===== src/rtl/rr_mux_pkg.sv =====
// Shared constants and helpers for the round-robin output mux.
package rr_mux_pkg;

   localparam int RR_MUX_WIDTH    = 5;
   localparam int RR_MUX_CHANNELS = 4;

   // Index width that never collapses to zero bits.
   function automatic int clog2_min1(input int n);
      return (n <= 2) ? 1 : $clog2(n);
   endfunction

endpackage


===== src/rtl/rr_arbiter.sv =====
// Combinational rotating-priority search: first requester at or after ptr,
// wrapping past the last channel.
module rr_arbiter
   import rr_mux_pkg::*;
#(
   parameter int N     = RR_MUX_CHANNELS,
   parameter int SEL_W = clog2_min1(RR_MUX_CHANNELS)
) (
   input  logic [N-1:0]     req,
   input  logic [SEL_W-1:0] ptr,
   output logic [SEL_W-1:0] gnt_idx,
   output logic             gnt_any
);

   localparam logic [SEL_W:0] N_W = (SEL_W + 1)'(N);

   logic [2*N-1:0]   req_dbl;
   logic [2*N-1:0]   req_rot_full;
   logic [N-1:0]     req_rot;
   logic [SEL_W-1:0] gnt_off;
   logic [SEL_W:0]   gnt_sum;

   // Bit k of req_rot is the request of channel (ptr + k) mod N.
   assign req_dbl      = {req, req};
   assign req_rot_full = req_dbl >> ptr;
   assign req_rot      = req_rot_full[N-1:0];

   always_comb begin
      gnt_off = '0;
      for (int k = N - 1; k >= 0; k--) begin
         if (req_rot[k]) begin
            gnt_off = SEL_W'(k);
         end
      end
   end

   always_comb begin
      gnt_sum = {1'b0, ptr} + {1'b0, gnt_off};
      if (gnt_sum >= N_W) begin
         gnt_sum = gnt_sum - N_W;
      end
   end

   assign gnt_idx = gnt_sum[SEL_W-1:0];
   assign gnt_any = |req;

endmodule


===== src/rtl/rr_mux.sv =====
// Round-robin N:1 mux with a single registered output slot.
// Optional registered parity output enabled by macro RR_MUX_PARITY_EN.
module rr_mux
   import rr_mux_pkg::*;
#(
   parameter  int WIDTH    = RR_MUX_WIDTH,
   parameter  int CHANNELS = RR_MUX_CHANNELS,
   localparam int SEL_W    = $clog2(CHANNELS)
) (
   input  logic                      clk,
   input  logic                      rst_n,
   input  logic [CHANNELS-1:0]       in_valid,
   input  logic [CHANNELS*WIDTH-1:0] in_data,
   output logic [CHANNELS-1:0]       in_ready,
   output logic                      out_valid,
   output logic [WIDTH-1:0]          out_data,
   output logic [SEL_W-1:0]          out_sel,
`ifdef RR_MUX_PARITY_EN
   output logic                      out_par,
`endif
   input  logic                      out_ready
);

   logic [WIDTH-1:0] chan_data [CHANNELS];
   logic [SEL_W-1:0] gnt_idx;
   logic             gnt_any;
   logic             load;
   logic [SEL_W-1:0] ptr_inc;

   logic             out_valid_q, out_valid_d;
   logic [WIDTH-1:0] out_data_q,  out_data_d;
   logic [SEL_W-1:0] out_sel_q,   out_sel_d;
   logic [SEL_W-1:0] ptr_q,       ptr_d;

   generate
      for (genvar gi = 0; gi < CHANNELS; gi++) begin : g_unpack
         assign chan_data[gi] = in_data[gi*WIDTH +: WIDTH];
      end
   endgenerate

   rr_arbiter #(
      .N     (CHANNELS),
      .SEL_W (SEL_W)
   ) u_arb (
      .req     (in_valid),
      .ptr     (ptr_q),
      .gnt_idx (gnt_idx),
      .gnt_any (gnt_any)
   );

   // Gating with rst_n keeps in_ready low while reset is held.
   assign load = rst_n & (~out_valid_q | out_ready) & gnt_any;

   assign ptr_inc = (gnt_idx == SEL_W'(CHANNELS - 1)) ? '0 : gnt_idx + SEL_W'(1);

   always_comb begin
      in_ready = '0;
      if (load) begin
         in_ready[gnt_idx] = 1'b1;
      end
   end

   always_comb begin
      out_valid_d = out_valid_q;
      out_data_d  = out_data_q;
      out_sel_d   = out_sel_q;
      ptr_d       = ptr_q;
      if (load) begin
         out_valid_d = 1'b1;
         out_data_d  = chan_data[gnt_idx];
         out_sel_d   = gnt_idx;
         ptr_d       = ptr_inc;
      end else if (out_ready) begin
         out_valid_d = 1'b0;
      end
   end

   always_ff @(posedge clk or negedge rst_n) begin
      if (!rst_n) begin
         out_valid_q <= 1'b0;
         out_data_q  <= '0;
         out_sel_q   <= '0;
         ptr_q       <= '0;
      end else begin
         out_valid_q <= out_valid_d;
         out_data_q  <= out_data_d;
         out_sel_q   <= out_sel_d;
         ptr_q       <= ptr_d;
      end
   end

   assign out_valid = out_valid_q;
   assign out_data  = out_data_q;
   assign out_sel   = out_sel_q;

`ifdef RR_MUX_PARITY_EN
   logic out_par_q, out_par_d;

   always_comb begin
      out_par_d = out_par_q;
      if (load) begin
         out_par_d = ^chan_data[gnt_idx];
      end
   end

   always_ff @(posedge clk or negedge rst_n) begin
      if (!rst_n) begin
         out_par_q <= 1'b0;
      end else begin
         out_par_q <= out_par_d;
      end
   end

   assign out_par = out_par_q;
`endif

endmodule


===== config.mk =====
export PLATFORM = sky130hd
export DESIGN_NAME = rr_mux
export DESIGN_NICKNAME = d
export VERILOG_FILES = /design/src/rtl/rr_mux_pkg.sv /design/src/rtl/rr_arbiter.sv /design/src/rtl/rr_mux.sv
export SDC_FILE = /design/constraint.sdc
export NUM_CORES = 1
export LEC_CHECK = 0
export CORE_MARGIN = 4
export CORE_UTILIZATION = 44
export CTS_CLUSTER_SIZE = 40
export DETAILED_ROUTE_END_ITERATION = 8
export PLACE_DENSITY = 0.82
export SYNTH_ARGS = -nofsm -noshare
export SYNTH_HDL_FRONTEND = slang
export SYNTH_SLANG_ARGS = --single-unit
export TNS_END_PERCENT = 50

===== constraint.sdc =====
create_clock -name clk -period 7.4 [get_ports clk]
set_input_delay 1.48 -clock clk [delete_from_list [all_inputs] [get_ports clk]]
set_output_delay 1.48 -clock clk [all_outputs]
set_load 0.02 [all_outputs]

==> results of run 1 <==
-- worst max path at each step --
stage                              to  slack, ps  cells past startpoint
after floorplan           in_ready[0]       2570                     11
after global placement    in_ready[3]       1480                     15
after detailed placement  in_ready[3]       1390                     15
after CTS                 in_ready[3]       1380                     15
after global routing      in_ready[3]       1170                     15
final                     in_ready[3]       1370                     15
-- Yosys cell counts, types with 2 or more instances --
master,number,share of area [%]
sky130_fd_sc_hd__nand2_1,11,4.9
sky130_fd_sc_hd__nor2b_1,11,8.1
sky130_fd_sc_hd__dfrtp_1,10,30
sky130_fd_sc_hd__o31ai_1,6,5.3
sky130_fd_sc_hd__a2111oi_0,5,5.2
sky130_fd_sc_hd__a221oi_1,5,5.2
sky130_fd_sc_hd__a21oi_1,4,2.4
sky130_fd_sc_hd__buf_2,4,2.4
sky130_fd_sc_hd__nor2_1,4,1.8
sky130_fd_sc_hd__nor3_1,4,2.4
sky130_fd_sc_hd__ha_1,3,4.4
sky130_fd_sc_hd__mux2_2,2,2.7
sky130_fd_sc_hd__nand2b_1,2,1.5
sky130_fd_sc_hd__o21bai_1,2,1.8
-- power by group through the flow --
stage | clock (mW) | sequential [mW] | combinational [mW]
3_3_place_gp | 0 | 0.104 | 0.329
2_1_floorplan | 0 | 0.119 | 0.215
4_1_cts | 0.0494 | 0.106 | 0.339
6_report | 0.0495 | 0.106 | 0.333
3_5_place_dp | 0 | 0.106 | 0.338
5_1_grt | 0.0520 | 0.110 | 0.369
-- cells in the final DEF (no fill, tap or decap), types with 2 or more instances in the layout --
cell | netlist | layout
sky130_fd_sc_hd__dfrtp_1 | 10 | 10
sky130_fd_sc_hd__nor2_1 | 4 | 4
sky130_fd_sc_hd__a2111oi_0 | 5 | 5
sky130_fd_sc_hd__nor3_1 | 4 | 4
sky130_fd_sc_hd__nor2b_1 | 11 | 11
sky130_fd_sc_hd__o21bai_1 | 2 | 2
sky130_fd_sc_hd__clkdlybuf4s50_1 | 0 | 38
sky130_fd_sc_hd__nand2b_1 | 2 | 2
sky130_fd_sc_hd__o31ai_1 | 6 | 6
sky130_fd_sc_hd__a221oi_1 | 5 | 5
sky130_fd_sc_hd__mux2_2 | 2 | 2
sky130_fd_sc_hd__clkbuf_4 | 0 | 3
sky130_fd_sc_hd__ha_1 | 3 | 3
sky130_fd_sc_hd__a21oi_1 | 4 | 4
sky130_fd_sc_hd__nand2_1 | 11 | 11
-- state kept, by name, indices dropped and copies added (netlist names) --
signal,cells
out_sel,2
out_valid,1
out_data,5
ptr_q,2
-- stage by stage --
stage               hold slack [ps]  cells  setup slack [ps]  utilization, %  total power, mW
floorplan                       583     95              2570               -            0.334
global placement                472    152              1480            69.2            0.433
detailed placement              478    152              1390            69.2            0.444
CTS                             493    156              1380            71.3            0.494
global route                    536    156              1170            71.3            0.532
finish                          487    156              1370            71.3            0.489
-- cell type report --
type                            instances  area, um^2  share of cell area, %
Sequential cell                        10         250                   19.9
Timing Repair Buffer                   38         380                   30.2
Inverter                                2        7.51                  0.597
Clock buffer                            4        36.3                   2.89
Tap cell                               25        31.3                   2.49
Multi-Input combinational cell         77         552                   43.9
-- critical path, delay by kind of cell --
family	cells	cell delay, ps
AOI/OAI and AO/OA	3	420
xor gates and xnor gates	1	190
adders and majority gates	2	410
buffers and inverters	4	1420
and+or+nand+nor	5	630
-- per-layer routing --
metal  up-vias  GRT usage [%]
met5         -              0
met4         0              0
met3         0           6.59
met2        32           32.6
met1       407           18.4
li1        430              -
-- cell families (layout without fill, tap and decap cells) --
family                   Yosys count  after routing
AO/OA/AOI/OAI                     30             30
XOR/XNOR                           2              2
adder cells (fa/ha/maj)            3              3
buffers and inverters              8             44
flip-flops                        10             10
multiplexers                       3              3
AND/OR/NAND/NOR                   39             39
==> results.env, run 1 <==
AREA_GROWTH_SYN_TO_LAYOUT_PCT=48.9
NET-SWITCHING-POWER_uW=230
CLOCKROOTBUFFER='sky130_fd_sc_hd__clkbuf_4'
VIAS=869
DETAILROUTE.WIRELENGTH.MET2_UM=1090
WORST_HOLD_STARTPOINT='out_sel[1]'
GLOBAL_ROUTER_S_OVERALL_RESOURCE_USAGE_PCT=16.9
CRIT_PATH_TOP_DELAY_CELL='sky130_fd_sc_hd__clkdlybuf4s50_1'
PIN_COUNT_OF_THE_BIGGEST_NET_ENTERING_GLOBAL_ROUTING=23
SYNTHSIMPLEGATEAREAFRAC_PCT=26.4
GLOBALPLACE.CONGESTION=0.781
DESIGN.PORTCOUNT=39
P_COMB_SHARE_PCT=68.2
CTS.REPORTEDPATHS.CLKPINSLEW_PS=70
POSTLAYOUTCELLAREA_UM2=1260
CRIT_PATH_CELL_TRACE='clkdlybuf4s50_1, nor2b_1, a21oi_1, nor2_1, a211oi_1, a21oi_1, ha_1, xnor2_1, nor3_4, nor2_1, inv_2, ha_1, inv_1, nor2_1, clkdlybuf4s50_1'
ANTENNA_CELLS=0
HOLD_CLASS='reg2reg'
TIMING.FMAX_MHz=166
INITIAL_UTILIZATION_PCT=47.9
SYN-INSTANCE-COUNT=95
DRT_PRE_ANTENNA_ITERS=4
VDD.IR_DROP.WORST_mV=0.270
SYNTH_ENABLE_FLOP_CELLS=0
CTS_TREE='built'
REGTOREGSTARTPOINT='ptr_q[1]'
DIE_H_UM=51.8
CRITPATHMAXFANOUT=8
DIE_AREA_UM2=2680
CTS_BUFFER_DEPTH=2
SYNTH_XOR_AREA_SHARE_PCT=2.07
CTS_MAX_LEVEL=1
TIMING_HOLD_VIOLATIONS_FINAL=0
CRITICAL_PATH.ENDPOINT_TYPE='output port'
SEQ_AREA_FRAC_SYNTH_PCT=29.6
ENDPOINT_OF_THE_WORST_REGISTER_TO_REGISTER_PATH='ptr_q[1]'
ANTENNA_FOUND_INITIAL=0
FINAL_ANTENNA_NET_COUNT=0
TOTAL_NETS_AFTER_SYNTHESIS=125
SHARE_OF_POWER_BURNED_IN_REGISTERS_PCT=21.7
GRT_FIRST_PASS_WIRELENGTH_UM=3440
SYNTH_COMPOUND_AREA_SHARE_PCT=28.0
WORST-R2R-SETUP-SLACK_PS=4680
FIRST_GLOBAL_VIAS=813
MAXCAP_VIOLATIONS=0
DR.MAX_LAYER_USED='met3'
GLOBAL_ROUTE_CONGESTION_OVERFLOW_TOTAL=0
CORE_REGION_AREA_UM2=1760
MUXSHAREOFSYNTHAREA_PCT=4.44
POWER.STATIC_LEAKAGE_nW=0.490
N_FILL_CELL=161
CRITICAL_PATH.STARTPOINT='in_valid[2]'
POWER.DENSITY_nW_PER_UM2=389
POWER_REPORT.INTERNAL_TOTAL_uW=259
FINALMAXSLEWVIOLATIONS=0
MIN_PERIOD_PS=6030
DETAILED_PLACE_HPWL_UM=1740
YOSYS_REGISTER_BITS=10
POST_ROUTE_CELLS_DRIVE_ABOVE_1_SHARE_PCT=11.5
TNS_PS=0
LARGEST_FAMILY_OF_LOGIC_CELLS_BY_SYNTHESIZED_AREA='compound AO/OA/AOI/OAI gates'
P_SW_SHARE_PCT=47.1
CRITICALPATHCATEGORY='in2out'
CLOCK-SKEW-FINAL_PS=5.43
ROWS=15
SYNTH.CELL_AREA_UM2=845
RUN_STATUS='complete, no violations'
PORT-BUFFER-COUNT=38
DR.FIRST_ITER.DRC_COUNT=3
DIEWIDTH_UM=51.8
TRITONCTS.NUM_BUFFERS=3
AVERAGE_DETAILED_ROUTED_WIRE_LENGTH_PER_INSTANCE_UM=13.7
FINALNETCOUNT=162
CTSRESIZECOUNT=0
CLOCK_INSERTION_DELAY_AT_THE_LATER_PIN_OF_THE_SKEW_REPORT_PS=260
CTS_POST_SETUP_BUFFERS_INSERTED=0
HOLDPATHEND='out_sel[1]'
SYN_AREA_PER_CELL_UM2=8.89
YS.WARNINGS.COUNT=0
POSTSYNTH.TOPFLOPCELL='sky130_fd_sc_hd__dfrtp_1'
SETUP_VIOLATIONS=0
CTS_NUM_SINKS=10
FINAL_WIRELENGTH_UM=2140
PATH_COMMON_CELL='sky130_fd_sc_hd__nor2_1'
PLACED_AREA_UM2=1220
R2R.WORST_PATH.CELLS=12
POWER.CLOCK.FRACTION_PCT=10.1
WORST_SLEW_PIN_SLEW_PS=702
HOLD-PATH-CELL-COUNT=2
MAX_STAGE_DELAY_PS=640
SYNTH_ASYNC_SR_FLOP_SHARE_PCT=100
POST_SYNTH_FA_HA_MAJ_AREA_FRACTION_PCT=4.44
POST-ROUTE-PERIOD-UTIL_PCT=81.4
CRITPATHLAUNCHTYPE='input port'
HOLDBUFCOUNTCTS=0
MET3WIRELENGTH_UM=188
MAX-SLEW-MARGIN-REL_PCT=53.2
ROUTEDLENGTHMET1_UM=863
WORST_EP_REQUIRED_TIME_PS=5920
POST_SYNTH_NUM_CELL_TYPES=36
DRCVIOLATIONCOUNT=0
RSZ_0062_RAISED_AFTER_GLOBAL_ROUTING='false'
POST_DRT_VIA_CELL_RATIO=5.57
WORST-ENDPOINT-ARRIVAL_PS=4550
No activity file was read; power rests on OpenSTA's default activity.
==> inputs of run 2 (changes only) <==
CORE_UTILIZATION = 40   (was 44)
PLACE_DENSITY = 0.75   (was 0.82)
clock period = 5.9 ns   (was 7.4 ns; I/O delays follow)
==> results.env, run 2 (synthesis results as in run 1) <==
POST_DRT_VIA_CELL_RATIO=5.32
VDD.IR_DROP.WORST_mV=0.353
POWER.DENSITY_nW_PER_UM2=484
DETAILEDPLACE.WORSTSLACK_PS=532
CORE_REGION_AREA_UM2=1980
CTS_MAX_LEVEL=1
MAXCAP_VIOLATIONS=0
WORST_SLEW_PIN_SLEW_PS=668
DIE_H_UM=54.0
LARGEST_REGISTER_FF_COUNT=5
GRT_FIRST_PASS_WIRELENGTH_UM=3530
FIRST_GLOBAL_VIAS=800
CRITPATHMAXFANOUT=8
CTSRESIZECOUNT=0
CTS_BUFFER_DEPTH=2
TRITONCTS.NUM_BUFFERS=3
POSTLAYOUTCELLAREA_UM2=1270
PIN_COUNT_OF_THE_BIGGEST_NET_ENTERING_GLOBAL_ROUTING=23
CRITPATHLAUNCHTYPE='input port'
DESIGN.PORTCOUNT=39
GLOBAL_ROUTER_S_OVERALL_RESOURCE_USAGE_PCT=17.0
CRITICAL_PATH.ENDPOINT_TYPE='output port'
POST-ROUTE-PERIOD-UTIL_PCT=91.3
DETAILED_PLACE_HPWL_UM=1670
MIN_PERIOD_PS=5390
HOLD_CLASS='reg2reg'
CLOCK-SKEW-FINAL_PS=0.350
FINAL_WIRELENGTH_UM=2120
SETUP_VIOLATIONS=0
CTS.REPORTEDPATHS.CLKPINSLEW_PS=70
HOLDBUFCOUNTCTS=0
GLOBALPLACE.CONGESTION=0.713
CTS_TREE='built'
MAX_STAGE_DELAY_PS=630
CLOCKROOTBUFFER='sky130_fd_sc_hd__clkbuf_4'
AREA_GROWTH_SYN_TO_LAYOUT_PCT=50.1
CLOCK_INSERTION_DELAY_AT_THE_LATER_PIN_OF_THE_SKEW_REPORT_PS=270
FIN_TOTAL_PWR_uW=613
DR.FIRST_ITER.DRC_COUNT=7
MAX-SLEW-MARGIN-REL_PCT=55.5
CTS_NUM_SINKS=10
FINAL_ANTENNA_NET_COUNT=0
WORST-ENDPOINT-ARRIVAL_PS=4210
FINALMAXSLEWVIOLATIONS=0
INITIAL_UTILIZATION_PCT=42.6
ANTENNA_FOUND_INITIAL=0
PLACED_AREA_UM2=1230
MOSTFREQUENTLAYOUTCELL='sky130_fd_sc_hd__clkdlybuf4s50_1'
AVERAGE_DETAILED_ROUTED_WIRE_LENGTH_PER_INSTANCE_UM=13.3
VIAS=846
TIMING_HOLD_VIOLATIONS_FINAL=0
DIE_AREA_UM2=2910
FINALNETCOUNT=163
CRITICALPATHCATEGORY='in2out'
RUN_STATUS='complete, no violations'
WORST_EP_REQUIRED_TIME_PS=4720
CRIT_PATH_TOP_DELAY_CELL='sky130_fd_sc_hd__clkdlybuf4s50_1'
PORT-BUFFER-COUNT=38
CTS_POST_SETUP_BUFFERS_INSERTED=0
CRIT_PATH_CELL_TRACE='clkdlybuf4s50_1, nor2b_1, a21oi_1, nor2_1, a211oi_1, a21oi_1, ha_1, xor2_1, a21oi_2, nor2_1, inv_2, ha_1, inv_1, nor2_1, clkdlybuf4s50_1'
GLOBAL_ROUTE_CONGESTION_OVERFLOW_TOTAL=0
DRT_PRE_ANTENNA_ITERS=4
POST_ROUTE_CELLS_DRIVE_ABOVE_1_SHARE_PCT=12.1
DIEWIDTH_UM=54.0
FINAL_CELL_MIX='sky130_fd_sc_hd__clkdlybuf4s50_1, sky130_fd_sc_hd__nand2_1, sky130_fd_sc_hd__nor2b_1'
SETUP_WS_PS=512
PATH_COMMON_CELL='sky130_fd_sc_hd__nor2_1'
ROWS=16
DRCVIOLATIONCOUNT=0
WHS_PS=486
ANTENNA_CELLS=0
TNS_PS=0
TIMING.FMAX_MHz=186
POWER.STATIC_LEAKAGE_nW=0.495
RSZ_0062_RAISED_AFTER_GLOBAL_ROUTING='false'
[run 2: cell types whose count changed in the layout (fill, tap and decap cells not counted)]
cell                    change
sky130_fd_sc_hd__buf_4      +1
[run 2: cell type report]
| class | count | area (um^2) |
|---|---|---|
| fillers | 175 | 714 |
| multi-input cells | 77 | 552 |
| repair buffers | 39 | 388 |
| flip-flops and latches | 10 | 250 |
| clock buffers | 4 | 36.3 |
| well taps | 27 | 33.8 |
| inverters | 2 | 7.51 |
[run 2: metrics by stage]
| stage | utilization (%) | instances |
|---|---|---|
| 6_report | 64.0 | 159 |
| 5_1_grt | 64.0 | 159 |
| 4_1_cts | 64.0 | 159 |
| 3_5_place_dp | 62.1 | 155 |
| 3_3_place_gp | 62.1 | 155 |
| 2_1_floorplan | - | 95 |
[run 2: path summary, 6_finish.rpt]
path / slack (ps) / start / to / cells past startpoint
max in group asynchronous: 4560 / rst_n / out_valid / 2
worst min-delay path: 490 / out_sel[1] / out_sel[1] / 2
worst min register to register: 490 / out_sel[1] / out_sel[1] / 2
worst max-delay path: 510 / in_valid[2] / in_ready[3] / 15
worst max register to register: 3160 / ptr_q[1] / ptr_q[1] / 12
min in group asynchronous: 1190 / rst_n / out_data[2] / 2
[run 2: routing by layer]
layer	vias to the layer above	part of all wire (%)	track usage (%)	wire, um
met1	376	42	20.6	881
li1	431	-	-	-
met4	0	0.47	5.11	10
met3	4	8.4	4.43	178
met5	-	0	0	0
met2	35	50	29.0	1050
[run 2: power by group]
group          internal (mW)  total [mW]  switching, mW
Sequential             0.100       0.133         0.0325
Clock                 0.0375      0.0627         0.0252
Combinational          0.188       0.418          0.230
Total                  0.325       0.613          0.288
[run 2: worst max-delay path: cells and delay by family]
kind,cells,cell delay [ps]
xor+xnor,1,170
compound gates,4,700
simple gates,4,370
buf+inv,4,1380
fa+ha+maj,2,380
==> inputs of run 3 (changes only) <==
CORE_MARGIN = 2   (was 4)
==> results.env, run 3 (synthesis results as in run 1) <==
INITIAL_UTILIZATION_PCT=42.6
P_COMB_SHARE_PCT=67.9
WORST_SLEW_PIN_SLEW_PS=685
TIMING.FMAX_MHz=186
RUN_STATUS='complete, no violations'
PIN_COUNT_OF_THE_BIGGEST_NET_ENTERING_GLOBAL_ROUTING=23
AVERAGE_DETAILED_ROUTED_WIRE_LENGTH_PER_INSTANCE_UM=13.0
WORST_EP_REQUIRED_TIME_PS=4720
FINAL_WIRELENGTH_UM=2070
POWER.CLOCK.FRACTION_PCT=10.4
VIAS=846
MET2_GRT_UTIL_PCT=34.7
CRITPATHMAXFANOUT=8
DR.FIRST_ITER.DRC_COUNT=4
PORT-BUFFER-COUNT=38
AREA_GROWTH_SYN_TO_LAYOUT_PCT=50.1
DIE_AREA_UM2=2500
TRITONCTS.NUM_BUFFERS=3
SETUP_WS_PS=509
DIEWIDTH_UM=50.0
POWER_REPORT.INTERNAL_TOTAL_uW=324
CRITICALPATHCATEGORY='in2out'
SHARE_OF_POWER_BURNED_IN_REGISTERS_PCT=21.7
LAYOUT.CORE_UTILIZATION_PCT=64.0
CRITICAL_PATH.ENDPOINT_TYPE='output port'
TIMING_HOLD_VIOLATIONS_FINAL=0
CRITICAL_PATH.STARTPOINT='in_valid[2]'
MOSTFREQUENTLAYOUTCELL='sky130_fd_sc_hd__clkdlybuf4s50_1'
WORST-ENDPOINT-ARRIVAL_PS=4210
MAX-SLEW-MARGIN-REL_PCT=54.3
HOLDBUFCOUNTCTS=0
LARGEST_REGISTER_FF_COUNT=5
FINAL_ANTENNA_NET_COUNT=0
CORE_REGION_AREA_UM2=1980
ANTENNA_CELLS=0
MAXCAP_VIOLATIONS=0
DESIGN.PORTCOUNT=39
P_SW_SHARE_PCT=46.6
DETAILEDPLACE.WORSTSLACK_PS=496
GLOBAL_ROUTER_S_OVERALL_RESOURCE_USAGE_PCT=18.9
POWER.STATIC_LEAKAGE_nW=0.495
GR-MAX-USAGE-LAYER='met2'
CLOCK_INSERTION_DELAY_AT_THE_LATER_PIN_OF_THE_SKEW_REPORT_PS=270
USE_MET1_PCT=20.6
DIE_H_UM=50.0
FINALNETCOUNT=163
CTS.REPORTEDPATHS.CLKPINSLEW_PS=70
CTS_TREE='built'
CTS_BUFFER_DEPTH=2
VDD.IR_DROP.WORST_mV=0.416
ROWS=16
DETAILED_PLACE_HPWL_UM=1680
CTS_MAX_LEVEL=1
CLOCKROOTBUFFER='sky130_fd_sc_hd__clkbuf_4'
CTS_NUM_SINKS=10
DRCVIOLATIONCOUNT=0
WORST_HOLD_STARTPOINT='out_sel[1]'
POST-ROUTE-PERIOD-UTIL_PCT=91.4
RSZ_0062_RAISED_AFTER_GLOBAL_ROUTING='false'
POWER.DENSITY_nW_PER_UM2=480
GRTUSAGEMET3_PCT=6.67
GRT_FIRST_PASS_WIRELENGTH_UM=3660
GLOBALPLACE.CONGESTION=0.685
FINAL_CELL_MIX='sky130_fd_sc_hd__clkdlybuf4s50_1, sky130_fd_sc_hd__nand2_1, sky130_fd_sc_hd__nor2b_1'
NET-SWITCHING-POWER_uW=283
CRITPATHLAUNCHTYPE='input port'
CTS_POST_SETUP_BUFFERS_INSERTED=0
CTSRESIZECOUNT=0
POST_DRT_VIA_CELL_RATIO=5.32
HOLD_CLASS='reg2reg'
FIRST_GLOBAL_VIAS=875
ANTENNA_FOUND_INITIAL=0
FINALMAXSLEWVIOLATIONS=0
DRT_PRE_ANTENNA_ITERS=3
POST_ROUTE_CELLS_DRIVE_ABOVE_1_SHARE_PCT=12.1
SETUP_VIOLATIONS=0
CLOCK-SKEW-FINAL_PS=1.06
MIN_PERIOD_PS=5390
TNS_PS=0
REGTOREGSTARTPOINT='ptr_q[1]'
GLOBAL_ROUTE_CONGESTION_OVERFLOW_TOTAL=0
==> run 3: cell counts in the layout (fill, tap and decap cells not counted) <==
Identical to the previous run, type by type.
==> run 3: metrics by stage <==
stage	power, mW	instance area (um^2)	cells	hold WS (ps)
after CTS	0.615	1270	159	497
final	0.608	1270	159	491
after global routing	0.666	1270	159	526
after floorplan	0.419	845	95	583
after global placement	0.541	1230	155	468
after detailed placement	0.550	1230	155	479
==> run 3: layout make-up <==
type	instances	area [um^2]
inverters	2	7.51
well taps	27	33.8
clock buffers	4	36.3
multi-input cells	77	552
fillers	176	714
repair buffers	39	388
flip-flops and latches	10	250
==> run 3: power groups by stage <==
stage	Clock (mW)	Sequential, mW	Combinational (mW)
2_1_floorplan	0	0.149	0.270
3_3_place_gp	0	0.132	0.410
3_5_place_dp	0	0.133	0.417
4_1_cts	0.0653	0.133	0.417
5_1_grt	0.0695	0.138	0.458
6_report	0.0632	0.132	0.413
==> run 3: final timing paths <==
path                               end  slack, ps  cells past startpoint
setup / recovery           in_ready[3]        510                     15
hold / removal              out_sel[1]        490                      2
setup reg to reg              ptr_q[1]       3190                     12
hold reg to reg             out_sel[1]        490                      2
max in group asynchronous  out_data[1]       4560                      2
min in group asynchronous    out_valid       1190                      2
==> run 3: critical path, cell delays in order <==
cell and delay [ps]:
sky130_fd_sc_hd__clkdlybuf4s50_1 640, sky130_fd_sc_hd__nand2_1 80, sky130_fd_sc_hd__a21oi_1 150, sky130_fd_sc_hd__nor2_1 50, sky130_fd_sc_hd__a211oi_1 210, sky130_fd_sc_hd__a21oi_1 90, sky130_fd_sc_hd__ha_1 240, sky130_fd_sc_hd__xnor2_1 190
sky130_fd_sc_hd__nor3_4 250, sky130_fd_sc_hd__nor2_1 120, sky130_fd_sc_hd__inv_2 90, sky130_fd_sc_hd__ha_1 160, sky130_fd_sc_hd__inv_1 40, sky130_fd_sc_hd__nor2_1 90, sky130_fd_sc_hd__clkdlybuf4s50_1 630
==> run 3: per-layer routing <==
layer,up-vias,wire length [um],share of wire (%)
met1,390,859,41
met4,0,11,0.53
li1,428,-,-
met3,2,167,8.1
met5,-,0,0
met2,26,1030,50
